`src/rtl/mario_pkg.sv`:
```
// Shared playfield/tile constants plus the tile-code, probe and FSM types
// used by Mario's poll sequencer and the background renderer.
package mario_pkg;

  localparam logic [9:0] PF_X_MIN   = 10'd120;
  localparam logic [9:0] PF_Y_MIN   = 10'd40;
  localparam logic [9:0] PF_X_MAX   = 10'd519;
  localparam logic [9:0] PF_Y_MAX   = 10'd439;
  localparam logic [9:0] TILE_PX    = 10'd40;
  localparam logic [9:0] MARIO_HALF = 10'd20;

  localparam int MAP_COLS = 64;
  localparam int ADDR_W   = 10;
  localparam int COL_W    = $clog2(MAP_COLS);

  typedef logic [2:0] tile_t;
  localparam tile_t TILE_EMPTY = 3'b000;
  localparam tile_t TILE_SOLID = 3'b111;

  typedef enum logic [1:0] {
    PROBE_UP,
    PROBE_DOWN,
    PROBE_LEFT,
    PROBE_RIGHT
  } probe_e;

  typedef enum logic [2:0] {
    ST_IDLE,
    ST_CALC,
    ST_REQ,
    ST_WAIT,
    ST_COMMIT
  } state_e;

endpackage

```
`src/rtl/mario_probe_addr.sv`:
```
// Combinational conversion of one probe pixel into an out-of-playfield flag
// and a scrolled tile-map address.
module mario_probe_addr
  import mario_pkg::*;
(
  input  logic [9:0]        i_px,
  input  logic [9:0]        i_py,
  input  logic [COL_W-1:0]  i_scroll,
  output logic              o_oob,
  output logic [ADDR_W-1:0] o_addr
);

  logic [9:0]       w_dx;
  logic [9:0]       w_dy;
  logic [9:0]       w_col;
  logic [9:0]       w_row;
  logic [COL_W-1:0] w_col_wrap;

  // Underflowed probes wrap far above the MAX bounds, so they land in o_oob.
  assign w_dx = i_px - PF_X_MIN;
  assign w_dy = i_py - PF_Y_MIN;

  assign w_col      = w_dx / TILE_PX;
  assign w_row      = w_dy / TILE_PX;
  assign w_col_wrap = COL_W'(w_col + 10'(i_scroll));

  assign o_oob  = (i_px < PF_X_MIN) || (i_px > PF_X_MAX) ||
                  (i_py < PF_Y_MIN) || (i_py > PF_Y_MAX);
  assign o_addr = ADDR_W'(32'(w_row) * MAP_COLS + 32'(w_col_wrap));

endmodule

```
`src/rtl/mario_poll_sequencer.sv`:
```
// Once per frame, reads the four tiles around Mario through the shared map
// arbiter and commits them together; also owns the scroll column.
module mario_poll_sequencer
  import mario_pkg::*;
(
  input  logic              Clk,
  input  logic              Reset,
  input  logic              frame_clk,
  input  logic [9:0]        Mario_X_Pos,
  input  logic [9:0]        Mario_Y_Pos,
  input  logic              Shift,
  output logic              map_req,
  output logic [ADDR_W-1:0] map_addr,
  input  logic              map_gnt,
  input  logic [2:0]        map_data,
  output logic [2:0]        mario_poll_up,
  output logic [2:0]        mario_poll_down,
  output logic [2:0]        mario_poll_left,
  output logic [2:0]        mario_poll_right,
  output logic              poll_valid,
  output logic              busy,
  output logic              overrun,
  output logic [COL_W-1:0]  scroll_col
);

  state_e            r_state;
  state_e            w_state_nxt;
  probe_e            r_p;
  logic              r_fc_q1;
  logic              r_fc_q2;
  logic              r_edge;
  logic [9:0]        r_snap_x;
  logic [9:0]        r_snap_y;
  logic [COL_W-1:0]  r_snap_scroll;
  logic [COL_W-1:0]  r_scroll;
  logic [ADDR_W-1:0] r_addr [4];
  logic [3:0]        r_oob;
  tile_t             r_slot [4];
  tile_t             r_up;
  tile_t             r_down;
  tile_t             r_left;
  tile_t             r_right;
  logic              r_poll_valid;
  logic              r_overrun;
  logic              w_map_req;

  logic [9:0]        w_px   [4];
  logic [9:0]        w_py   [4];
  logic [ADDR_W-1:0] w_addr [4];
  logic [3:0]        w_oob;

  assign w_px[PROBE_UP]    = r_snap_x;
  assign w_py[PROBE_UP]    = r_snap_y - MARIO_HALF - 10'd1;
  assign w_px[PROBE_DOWN]  = r_snap_x;
  assign w_py[PROBE_DOWN]  = r_snap_y + MARIO_HALF;
  assign w_px[PROBE_LEFT]  = r_snap_x - MARIO_HALF - 10'd1;
  assign w_py[PROBE_LEFT]  = r_snap_y;
  assign w_px[PROBE_RIGHT] = r_snap_x + MARIO_HALF;
  assign w_py[PROBE_RIGHT] = r_snap_y;

  for (genvar g = 0; g < 4; g++) begin : g_probe
    mario_probe_addr u_probe (
      .i_px     (w_px[g]),
      .i_py     (w_py[g]),
      .i_scroll (r_snap_scroll),
      .o_oob    (w_oob[g]),
      .o_addr   (w_addr[g])
    );
  end

  always_ff @(posedge Clk) begin
    if (Reset) begin
      r_state <= ST_IDLE;
    end else begin
      r_state <= w_state_nxt;
    end
  end

  always_comb begin
    w_state_nxt = r_state;
    w_map_req   = 1'b0;
    case (r_state)
      ST_IDLE:   if (r_edge) w_state_nxt = ST_CALC;
      ST_CALC:   w_state_nxt = ST_REQ;
      ST_REQ: begin
        if (r_oob[r_p]) begin
          if (r_p == PROBE_RIGHT) w_state_nxt = ST_COMMIT;
        end else begin
          w_map_req = 1'b1;
          if (map_gnt) w_state_nxt = ST_WAIT;
        end
      end
      ST_WAIT:   w_state_nxt = (r_p == PROBE_RIGHT) ? ST_COMMIT : ST_REQ;
      ST_COMMIT: w_state_nxt = ST_IDLE;
      default:   w_state_nxt = ST_IDLE;
    endcase
  end

  always_ff @(posedge Clk) begin
    if (Reset) begin
      r_fc_q1       <= 1'b0;
      r_fc_q2       <= 1'b0;
      r_edge        <= 1'b0;
      r_p           <= PROBE_UP;
      r_snap_x      <= '0;
      r_snap_y      <= '0;
      r_snap_scroll <= '0;
      r_scroll      <= '0;
      r_oob         <= '0;
      r_up          <= TILE_EMPTY;
      r_down        <= TILE_EMPTY;
      r_left        <= TILE_EMPTY;
      r_right       <= TILE_EMPTY;
      r_poll_valid  <= 1'b0;
      r_overrun     <= 1'b0;
      for (int i = 0; i < 4; i++) r_addr[i] <= '0;
    end else begin
      r_fc_q1      <= frame_clk;
      r_fc_q2      <= r_fc_q1;
      r_edge       <= r_fc_q1 & ~r_fc_q2;
      r_poll_valid <= (r_state == ST_COMMIT);
      if (Shift) r_scroll <= r_scroll + 1'b1;
      // Edges during a running sequence are dropped, only flagged.
      if (r_edge && (r_state != ST_IDLE)) r_overrun <= 1'b1;

      case (r_state)
        ST_IDLE: begin
          if (r_edge) begin
            r_snap_x      <= Mario_X_Pos;
            r_snap_y      <= Mario_Y_Pos;
            r_snap_scroll <= r_scroll;
          end
        end
        ST_CALC: begin
          for (int i = 0; i < 4; i++) r_addr[i] <= w_addr[i];
          r_oob <= w_oob;
          r_p   <= PROBE_UP;
        end
        ST_REQ: begin
          if (r_oob[r_p]) begin
            r_slot[r_p] <= TILE_SOLID;
            r_p         <= probe_e'(r_p + 2'd1);
          end
        end
        ST_WAIT: begin
          r_slot[r_p] <= map_data;
          r_p         <= probe_e'(r_p + 2'd1);
        end
        ST_COMMIT: begin
          r_up    <= r_slot[PROBE_UP];
          r_down  <= r_slot[PROBE_DOWN];
          r_left  <= r_slot[PROBE_LEFT];
          r_right <= r_slot[PROBE_RIGHT];
        end
        default: ;
      endcase
    end
  end

  assign map_req          = w_map_req;
  assign map_addr         = w_map_req ? r_addr[r_p] : '0;
  assign mario_poll_up    = r_up;
  assign mario_poll_down  = r_down;
  assign mario_poll_left  = r_left;
  assign mario_poll_right = r_right;
  assign poll_valid       = r_poll_valid;
  assign busy             = (r_state != ST_IDLE);
  assign overrun          = r_overrun;
  assign scroll_col       = r_scroll;

endmodule

```
`config.mk`:
```
export PLATFORM = sky130hd
export DESIGN_NAME = mario_poll_sequencer
export DESIGN_NICKNAME = d
export VERILOG_FILES = /design/src/rtl/mario_pkg.sv /design/src/rtl/mario_probe_addr.sv /design/src/rtl/mario_poll_sequencer.sv
export SDC_FILE = /design/constraint.sdc
export NUM_CORES = 1
export LEC_CHECK = 0
export ABC_AREA = 1
export BUFFER_PORTS_ARGS = -buffer_cell sky130_fd_sc_hd__buf_2
export CAP_MARGIN = 10
export CELL_PAD_IN_SITES_DETAIL_PLACEMENT = 1
export CELL_PAD_IN_SITES_GLOBAL_PLACEMENT = 1
export CORE_ASPECT_RATIO = 0.6
export CORE_MARGIN = 2
export CORE_UTILIZATION = 45
export DETAILED_ROUTE_END_ITERATION = 12
export GPL_TIMING_DRIVEN = 0
export PLACE_DENSITY_LB_ADDON = 0.1
export SYNTH_ARGS = -nofsm -noshare
export SYNTH_HDL_FRONTEND = slang
export SYNTH_SLANG_ARGS = --single-unit
```
`constraint.sdc`:
```
create_clock -name Clk -period 4.8 [get_ports Clk]
set_input_delay 0 -clock Clk [delete_from_list [all_inputs] [get_ports Clk]]
set_output_delay 0 -clock Clk [all_outputs]
set_load 0.02 [all_outputs]
```
==> out/qor.txt <==
vias in the first global route: 8640
final setup vio count: 0
layout cell share with drive strength beyond 1: 19.15%
Synth Area in Compound Gates: 11.78%
crit path time final: 4.682 ns
reg2reg end: r_addr[3][4]
RD Place Congestion: 0.8604
Die ar.: 20110 um^2
dominant cell type by area after synthesis: nand2_1
CTS sink count: 102
Slew Limit Headroom: 34.82%
Gate power share: 61.4%
fin. max-slew vios: 0
First DRT Iteration DRCs: 638
initial core utilization: 46.60%
Synth Area in XOR/XNOR: 2.802%
core area: 18310 um^2
Worst Setup Start Kind: register
Main synth FF type: dfxtp_1
PD cells: 481.2 nW/um^2
largest family of logic cells by synthesized area: simple AND/OR/NAND/NOR gates
clk root buf: clkbuf_16
ranking of synthesized cells by area: nand2_1, edfxtp_1, dfxtp_1
initial antenna violation count: 0
CP max FO: 6
Worst EP required: 5.00 ns
largest net degree at the start of global routing: 20
syn nets: 1354
adder-cell share of the synthesized area: 8.185%
FFs w/ async S/R, synth: 0%
# diodes: 0
register bit count reported by yosys: 102
H-tree levels: 3
clk_skew: 0.01431 ns
hpwl dp: 22040 um
RSZ-0062 raised after global routing: yes
Cell Rows: 38
synth unique cells: 58
Clock Power Share: 15.8%
synthesized cell area: 8529 um^2
syn_area_per_cell: 6.706 um^2
Worst-Margin Slew: 0.9753 ns
WL final: 28890 um
final hold slack: -0.004663 ns
CP Launch Point: r_snap_x[3]
synthesis-to-layout area growth: 17.25%
Critical-path top delay cell: dfxtp_4
first-pass GRT wire length: 45120 um
TritonRoute pass-1 iters: 4
Max clock buf depth: 2
hold crit path type: input pin to register
Sw Share: 51.03%
leakage: 4.834 nW
Setup crit end: r_addr[3][4]
Hold Fails Final Rpt: 1
Final Cycle Share: 97.55%
number of max-cap violations: 0
Crit path arrival time: 4.89 ns
CTS Buf Count: 9
final instance area: 10000 um^2
critical path class: register to register
Hold Startpoint: Mario_Y_Pos[3]
IO Port Bufs: 59
Seq pwr share: 22.8%
Routed WL per cell: 17.79 um
Total Routing Usage GR: 27.85%
Post-route DRC: 0
maximum clock rate: 213.6 MHz
remaining global-route overflow: 0
Die H: 110.6 um
Worst VDD drop: 0.2488 mV
CTS tree: yes
failing checks: negative hold slack
number of flops mapped to enable cells by yosys: 42
cell internal pwr: 2.356 mW
Post-layout nets: 1461
clk_lat worst skew: 0.36 ns
commonest non-fill, non-tap cells in the layout: nand2_1, inv_1, nor2_1
Post-Synth Simple-Gate Area: 38.62%
Die W: 181.7 um
R2R Setup Slk: 0.12 ns
Setup crit end kind: register
mux cell area share after synthesis: 0.8802%
post-route ant nets: 0
Synth Warn #: 0
total number of vias: 8772
Ports: 60
worst r2r src: r_snap_x[3]
largest stage delay on the critical path: 0.39 ns
Placed Area: 9140 um^2
drt via density: 5.401
top cell type's share of synthesized area: 14.87%
status: finished, violations left
most common cell after layout, fill and taps aside: nand2_1
register area share after synthesis: 28.87%
Worst R2R Path Depth: 37
Clock transition at path regs: 0.09 ns
Net Switching: 2.456 mW
synthesized instance count: 1272
per-layer routing:
metal	global-route usage (%)	vias up	part of all wire, %
li1	-	4355	-
met1	43.10	4182	52
met2	41.63	210	42
met3	3.661	25	4.7
met4	4.173	0	0.83
met5	0	-	0
power groups by stage:
stage | Clock, mW | Sequential, mW | Combinational [mW]
after floorplan | 0 | 1.09 | 2.08
after CTS | 0.768 | 1.09 | 2.79
after detailed placement | 0 | 1.11 | 2.75
after global placement | 0 | 1.11 | 2.59
final | 0.762 | 1.10 | 2.95
after global routing | 0.792 | 1.11 | 3.31
synth_stat cells (3+ instances only):
| library cell | number |
|---|---|
| nand2_1 | 338 |
| inv_1 | 144 |
| nor2_1 | 123 |
| nand3_1 | 107 |
| a21oi_1 | 74 |
| o21ai_0 | 64 |
| dfxtp_1 | 60 |
| nand2_2 | 52 |
| ha_1 | 51 |
| edfxtp_1 | 42 |
| inv_2 | 25 |
| nand4_1 | 23 |
| clkbuf_1 | 15 |
| nor3_1 | 14 |
| xor2_1 | 13 |
| nand3_2 | 12 |
| o21ai_1 | 11 |
| nand2_4 | 9 |
| mux2i_1 | 6 |
| nor2_2 | 6 |
| nor2_4 | 6 |
| a31oi_1 | 5 |
| xnor2_1 | 5 |
| o211ai_1 | 4 |
| xor2_2 | 4 |
| and2_1 | 3 |
| clkinv_1 | 3 |
| fa_1 | 3 |
| nand3b_1 | 3 |
| o21ai_2 | 3 |
| or2_2 | 3 |
sequential cells by signal, indices dropped and copies added, names as in the netlist, 4 cells and up, named ones only:
signal and flops:
r_snap_x 10, scroll_col 6, r_slot 12, r_snap_scroll 6
r_addr 30, r_oob 4, r_snap_y 10
what timing repair did:
action / in CTS / in global routing
resized for setup: 12 / 50
buffers inserted: 0 / 14
hold endpoints to repair: 26 / 0
pin swaps: 0 / 13
hold buffers: 22 / 0
cloned: 0 / 0
endpoints found under the setup margin: 3 / 5
through the flow:
step | power (mW) | setup TNS (ns) | util, % | worst slack, ns | cells
global placement | 3.698 | -0.1697 | 49.85 | -0.09729 | 1571
detailed placement | 3.860 | -0.6706 | 49.93 | -0.2383 | 1572
CTS | 4.653 | 0 | 52.91 | 0.008575 | 1610
global route | 5.213 | -0.3361 | 54.63 | -0.1817 | 1624
floorplan | 3.162 | 0 | - | 0.6091 | 1272
finish | 4.812 | 0 | 54.63 | 0.1177 | 1624
cells by family (layout without fill, tap and decap cells):
| group | after synthesis | count (layout) |
|---|---|---|
| flip-flops | 102 | 102 |
| buffers and inverters | 196 | 308 |
| AO/OA/AOI/OAI | 181 | 181 |
| adder cells (fa/ha/maj) | 54 | 54 |
| multiplexers | 7 | 7 |
| XOR/XNOR | 23 | 23 |
| AND/OR/NAND/NOR | 709 | 709 |
worst max-delay path: cells and delay by family (launching register included):
| family | cells | cell delay, ns |
|---|---|---|
| adders and majority gates | 4 | 0.89 |
| and+or+nand+nor | 27 | 2.68 |
| buffers and inverters | 4 | 0.28 |
| DFF | 1 | 0.39 |
| AOI/OAI and AO/OA | 2 | 0.29 |
final cells by class:
class                           instances  area [um^2]
Buffer                                 21        88.84
Timing Repair Buffer                   96        635.6
Fill cell                            2458         8304
Inverter                              175        671.9
Sequential cell                       102         2479
Clock buffer                            9        225.2
Multi-Input combinational cell        974         5534
Clock inverter                          7        66.31
Tap cell                              240        300.3
how the worst min path moves through the flow:
| stage | slack, ns | cells after the start | endpoint |
|---|---|---|---|
| 2_1_floorplan | 0.08 | 1 | scroll_col[0] |
| 3_3_place_gp | 0.20 | 3 | r_fc_q1 |
| 3_5_place_dp | 0.21 | 3 | r_fc_q1 |
| 4_1_cts | 0.003 | 3 | r_snap_y[3] |
| 5_1_grt | 0.02 | 3 | r_snap_y[3] |
| 6_report | -0.005 | 3 | r_snap_y[3] |
Note: power is estimated with default switching activity, not from simulation.
